File: src/rtl/sipo_register.sv
// Serial-in parallel-out shift register, MSB-first word assembly.
// Shifts on every rising edge; synchronous active-low clear.
module sipo_register #(
  parameter int N = 8
) (
  input  logic         clk,
  input  logic         rst_n,
  input  logic         sin,
  output logic [N-1:0] pout
);

  logic [N-1:0] shift_q;
  logic [N-1:0] shift_d;

  // Clear wins over shifting; sin is ignored on a clear edge.
  always_comb begin
    shift_d = {shift_q[N-2:0], sin};
    if (!rst_n) begin
      shift_d = '0;
    end
  end

  always_ff @(posedge clk) begin
    shift_q <= shift_d;
  end

  assign pout = shift_q;

endmodule

File: config.mk
export PLATFORM = sky130hd
export DESIGN_NAME = sipo_register
export DESIGN_NICKNAME = d
export VERILOG_FILES = /design/src/rtl/sipo_register.sv
export SDC_FILE = /design/constraint.sdc
export NUM_CORES = 1
export LEC_CHECK = 0
export CAP_MARGIN = 20
export CORE_AREA = 2 2 39 41
export DETAILED_ROUTE_END_ITERATION = 7
export DIE_AREA = 0 0 41 43
export GPL_ROUTABILITY_DRIVEN = 0
export GPL_TIMING_DRIVEN = 0
export PLACE_DENSITY = 0.44
export SYNTH_ARGS = -nofsm -noshare
export SYNTH_HDL_FRONTEND = slang
export SYNTH_SLANG_ARGS = --single-unit
File: constraint.sdc
create_clock -name clk -period 0.8 [get_ports clk]
set_clock_uncertainty 0.1 [all_clocks]
set_input_delay 0.16 -clock clk [delete_from_list [all_inputs] [get_ports clk]]
set_output_delay 0.16 -clock clk [all_outputs]
set_load 0.02 [all_outputs]
# ---- Word-level counts from Yosys, hierarchy flattened
# Cells that the tools add are included.
# Widths: inputs -> output; s select.
dict set report word_totals {
  latch_bits 0
  register_bits 8
  mem_count 0
  rom_bits 0
  mem_bits_rw 0
  elab_cells 1
}
dict set report op_classes {
  muxes 0
  n_bitwise 0
  multipliers 0
  n_reduce_logical 0
  n_eq_ne 0
  n_div 0
  magnitude_cmp 0
  n_shift 0
  n_addsub 0
}

# ---- Longest topological paths before layout
# Gate-level depths: netlist of run 1.
dict set report logic_depth {
  word_depth 0
  depth_mapped 1
  mapped_depth_nobuf 1
}

# ---- Least setup slack after synthesis of run 1
# Ideal clock, no wire load.
dict set report synth_path {
  path_type {register to register}
  startpoint {register shift_q[0] (netlist: pout[0])}
  endpoint {register shift_q[1] (netlist: pout[1])}
  stages_incl_launch_ff 2
  path_buffers 0
  arrival_time_ns 0.515
  t_required_ns 0.585
  path_slack_ns 0.070
  path_cell_list {dfxtp_1 -> and2_1}
}
# element line_no
set synth_rtl {}
lappend synth_rtl {{from (decl)} 12} ;# logic [N-1:0] shift_q;
lappend synth_rtl {{from (signal assigned)} 24} ;# shift_q <= shift_d;
# No word-level cell between the ends.

# ---- Worst setup path in the final report of run 1
dict set report layout_path {
  startpoint {register shift_q[1] (netlist: pout[1])}
  endpoint {output pout[1]}
}
# element line_no
set layout_rtl {}
lappend layout_rtl {{to (decl)} 9} ;# output logic [N-1:0] pout
# No word-level cell between the ends.

==> results of run 1 <==
cell usage after synthesis (all sizes together):
master / n
and2: 8
dfxtp: 8
routing by layer:
metal | GRT usage | vias up
li1 | - | 78
met1 | 0.05825 | 64
met2 | 0.1000 | 13
met3 | 0.08377 | 2
met4 | 0.06000 | 0
met5 | 0 | -
power breakdown:
group / internal (µW) / switching (µW) / total (µW)
Clock: 171 / 127 / 298
Sequential: 409 / 4.89 / 413
Combinational: 25.0 / 18.9 / 43.9
layout make-up:
class,count,area (µm²)
Tap cell,16,20.02
Clock buffer,3,22.52
Sequential cell,8,170.2
Fill cell,141,1002
Multi-Input combinational cell,8,52.55
Timing Repair Buffer,11,116.4
cells by family after synthesis:
logic type and share of synthesized area:
and+or+nand+nor 0.2381, DFF 0.7619
cells in the final DEF, fill, tap and decap left out:
master           n
buf_6            8
and2_1           7
dfxtp_2          8
dlygate4sd2_1    1
buf_4            1
clkbuf_4         3
and2_4           1
clkdlybuf4s50_1  1
path summary, 6_finish.rpt:
| path | from | end | slack (ps) | cells past startpoint |
|---|---|---|---|---|
| setup / recovery | pout[1]$_SDFF_PN0_ | pout[1] | -150 | 1 |
| hold / removal | rst_n | pout[3]$_SDFF_PN0_ | 280 | 2 |
| setup reg to reg | pout[6]$_SDFF_PN0_ | pout[7]$_SDFF_PN0_ | 10 | 2 |
| hold reg to reg | pout[2]$_SDFF_PN0_ | pout[3]$_SDFF_PN0_ | 370 | 1 |
timing repair:
| action | 4_1_cts | 5_1_grt |
|---|---|---|
| setup endpoints to repair | 10 | 9 |
| gates resized for setup | 58 | 0 |
| buffers inserted | 1 | 0 |
| pin swaps | 0 | 0 |
stage by stage:
step                setup TNS (ps)  worst slack [ps]
global placement             -4684            -365.3
CTS                          -1292            -168.6
detailed placement           -5063            -380.4
finish                       -1178            -154.0
floorplan                        0             70.45
global route                 -1427            -192.7
==> out/qor.yml, run 1 <==
layout:
  drive_gt1_frac: 0.7000
  final_util: 0.2758
  largest_register_ff_count: 8
  area_growth_pct: 81.55
  antenna_cells: 0
  final_cells: 46
  fin_nets: 35
  stdcell_area_um2: 381.6
sta:
  rsz0062_at_grt: "yes"
  slew_headroom: 0.8734
  hold_viol: 0
  fmax_mhz: 1048
  tightest_slew_ps: 189.8
  finalMaxSlewViolations: 0
  layout_setup_ws_ps: -154.0
  period_minus_slack_ps: 954.0
  fin_worst_hold_slack_ps: 281.1
  timing.final.crit_share: 1.193
  setup_viol: 8
setup_path:
  critical_path.top_delay_family: "flip-flops"
  critPathBufInv: 1
  worstSetupStartpointType: "register"
  cp_max_fo: 2
  path_cells: "buf_6"
  crit_type: "register to primary output"
  crit_path_end_kind: "primary output"
  critical_path.slowest_cell: "dfxtp_2"
  critPathRequiredTime_ps: 540
  cp.arrival_ps: 690
  slowest_delay_ps: 320
clock_network:
  cts_hold_buf: 0
  root_buffer: "clkbuf_4"
  clk_pin_slew_worst_paths_ps: 50
  h-tree-depth: 1
  numCtsBuffers: 3
  clk_latency_ps: 250
  clkSinkCount: 8
  clk_path_buf_depth: 2
  cts_tree: "done"
detailed_routing:
  drtIter0Drc: 1
  met3WireLength_um: 71
  drtAntennaViolNets: 0
  routed.top_layer: "met4"
  drc: 0
  firstDrtPassIters: 4
  wl_um: 442
  vias: 157
  avgRoutedWirePerCell_um: 9.609
  viasPerCell: 3.413
  wl_met1_um: 153
  wl_met2_um: 209
place:
  dpl_cell_area_um2: 330.3
  placed_cells: 42
  portBuffers: 10
logic_synthesis:
  synth-seq-cells: 8
  synth_nets: 19
  synth_area_leaders: "dfxtp_1 76%, and2_1 24%"
  yosysWarnings: 0
  synth_cells: 16
  netlist_area_um2: 210.2
  synth_cell_types: 2
  post-synth-top-area-fraction: 0.7619
  ys_seq_area_frac: 0.7619
  synth_area_leader_cell: "dfxtp_1"
  avgSynthCellArea_um2: 13.14
grt:
  grt_overflow: 0
  grt_pass1_vias: 193
  track_usage: 0.07545
  grt_max_degree: 9
  antenna_found_initial: 0
  grt_pass1_wl_um: 745
floorplanning:
  die_h_um: 43
  ios: 11
  initial_core_util: 0.1519
  die_x_um: 41
  dieArea_um2: 1763
  design.core.area_um2: 1384
  fp-row-count: 14
job:
  cap_violations: 0
power:
  p_total_uw: 754.9
  p_leak_uw: 0.0001710
  power_density_nw_per_um2: 1978
  vdd_drop_max_mv: 0.9754
status:
  violations: "negative setup slack"
  status: "complete, but fails checks"
hold_path:
  hold_class: "input port to register"
Power figures use the tool's default switching activity.
==> run 2: changes to the inputs <==
--- a/config.mk
+++ b/config.mk
@@ -6,12 +6,14 @@
 export NUM_CORES = 1
 export LEC_CHECK = 0
 export CAP_MARGIN = 20
+export CELL_PAD_IN_SITES_DETAIL_PLACEMENT = 1
+export CELL_PAD_IN_SITES_GLOBAL_PLACEMENT = 1
 export CORE_AREA = 2 2 39 41
 export DETAILED_ROUTE_END_ITERATION = 7
 export DIE_AREA = 0 0 41 43
 export GPL_ROUTABILITY_DRIVEN = 0
 export GPL_TIMING_DRIVEN = 0
-export PLACE_DENSITY = 0.44
+export PLACE_DENSITY = 0.53
 export SYNTH_ARGS = -nofsm -noshare
 export SYNTH_HDL_FRONTEND = slang
 export SYNTH_SLANG_ARGS = --single-unit
==> out/qor.yml, run 2 (synthesis results as in run 1) <==
status:
  status: "complete, but fails checks"
  violations: "negative setup slack"
layout:
  antenna_cells: 0  # unchanged
  nFillCells: 162  # +15%
  final_util: 0.2685  # -0.007234
  most-common-layout-cells: "8 x and2_1, 8 x buf_6, 8 x dfxtp_2"
  fin_nets: 34  # -2.9%
  area_growth_pct: 76.79
  largest_register_ff_count: 8  # unchanged
  drive_gt1_frac: 0.6552  # -0.04483
floorplanning:
  fp-row-count: 14  # unchanged
  ios: 11  # unchanged
  die_h_um: 43  # unchanged
  dieArea_um2: 1763  # unchanged
  design.core.area_um2: 1384  # unchanged
  die_x_um: 41  # unchanged
  initial_core_util: 0.1519  # unchanged
setup_path:
  critPathRequiredTime_ps: 540  # about the same
  worstRegToRegCells: 1  # -1
  path_cells: "buf_6"
  critPathBufInv: 1  # unchanged
  worstSetupStartpointType: "register"
  critical_path.top_delay_family: "flip-flops"
  cp.arrival_ps: 690  # about the same
  crit_path_end_kind: "primary output"
  r2r_slack_ps: 130  # +120 ps
  cp_max_fo: 2  # unchanged
  reg2reg_from: "pout[2]$_SDFF_PN0_"
  slowest_delay_ps: 330  # about the same
  r2r_end: "pout[3]$_SDFF_PN0_"
  crit_type: "register to primary output"
  critical_path.slowest_cell: "dfxtp_2"
clock_network:
  clk_pin_slew_worst_paths_ps: 50  # about the same
  h-tree-depth: 1  # unchanged
  cts_hold_buf: 0  # unchanged
  postCtsSetupBuffers: 0  # -1
  clkSinkCount: 8  # unchanged
  clk_latency_ps: 240  # about the same
  root_buffer: "clkbuf_4"
  numCtsBuffers: 3  # unchanged
  clk_path_buf_depth: 2  # unchanged
  cts_tree: "done"
sta:
  period_minus_slack_ps: 949.9  # -4.120 ps
  fmax_mhz: 1053  # +0.43%
  finalMaxSlewViolations: 0  # unchanged
  fin_worst_hold_slack_ps: 310.4  # +29.28 ps
  layout_setup_ws_ps: -149.9  # +4.120 ps
  timing.final.crit_share: 1.187  # -0.005150
  rsz0062_at_grt: "yes"
  tightest_slew_ps: 212.2  # +22.34 ps
  hold_viol: 0  # unchanged
  slew_headroom: 0.8585  # -0.01490
  setup_viol: 8  # unchanged
grt:
  grt_pass1_wl_um: 676  # -9.3%
  grt_max_degree: 9  # unchanged
  antenna_found_initial: 0  # unchanged
  grt_overflow: 0  # unchanged
  track_usage: 0.06452  # -0.01094
  grt_pass1_vias: 167  # -13%
hold_path:
  min_to: "pout[2]$_SDFF_PN0_"
  whs_path_depth: 2  # unchanged
  min_from: "rst_n"
  hold_class: "input port to register"
detailed_routing:
  viasPerCell: 3.422  # +0.27%
  firstDrtPassIters: 2  # -2
  drc: 0  # unchanged
  vias: 154  # -1.9%
  drtAntennaViolNets: 0  # unchanged
  drtIter0Drc: 1  # unchanged
  wl_um: 432  # -2.3%
  avgRoutedWirePerCell_um: 9.600  # about the same
place:
  portBuffers: 10  # unchanged
power:
  p_leak_uw: 0.0001642  # -4.0%
  power_density_nw_per_um2: 2019  # +2.1%
  vdd_drop_max_mv: 0.4867  # -50%
job:
  cap_violations: 0  # unchanged
run 2: worst max path at each step:
stage / startpoint / to / slack, ps / cells after the start
detailed placement: pout[6]$_SDFF_PN0_ / pout[6] / -380 / 1
finish: pout[2]$_SDFF_PN0_ / pout[2] / -150 / 1
CTS: pout[6]$_SDFF_PN0_ / pout[6] / -160 / 1
floorplan: pout[0]$_SDFF_PN0_ / pout[1]$_SDFF_PN0_ / 70 / 1
global placement: pout[2]$_SDFF_PN0_ / pout[2] / -370 / 1
global route: pout[3]$_SDFF_PN0_ / pout[3] / -180 / 1
run 2: layout make-up:
class                      instances  area (µm²)  share of cell area
clock buffer                       3       22.52             0.06061
multi-input combinational          8       50.05              0.1347
sequential                         8       170.2              0.4579
tap                               16       20.02             0.05387
timing repair buffer              10       108.9              0.2929
run 2: per-stage QoR:
step | setup WS (ps) | total power, µW | instances | TNS, ps | instance area [µm²]
final | -149.9 | 750.2 | 45 | -1140 | 371.6
after global routing | -184.1 | 801.7 | 45 | -1394 | 371.6
after CTS | -164.5 | 776.5 | 45 | -1268 | 371.6
after detailed placement | -381.5 | 463.4 | 42 | -5304 | 330.3
after global placement | -368.2 | 461.9 | 42 | -4850 | 330.3
after floorplan | 70.45 | 433.2 | 16 | 0 | 210.2
run 2: per-layer routing:
metal,wire [µm],global-route usage
met5,0,0
met4,0,0.08000
met3,57,0.03141
met2,185,0.06875
met1,189,0.07818
run 2: what timing repair did:
action / 4_1_cts / 5_1_grt
endpoints found under the hold margin: 0 / 0
resized for setup: 57 / 0
endpoints found under the setup margin: 16 / 8
run 2: where the power goes:
group | internal, µW | switching (µW) | total [µW]
combinational | 24.7 | 19.0 | 43.7
clock | 171 | 122 | 293
sequential | 408 | 5.16 | 414
total | 604 | 146 | 750
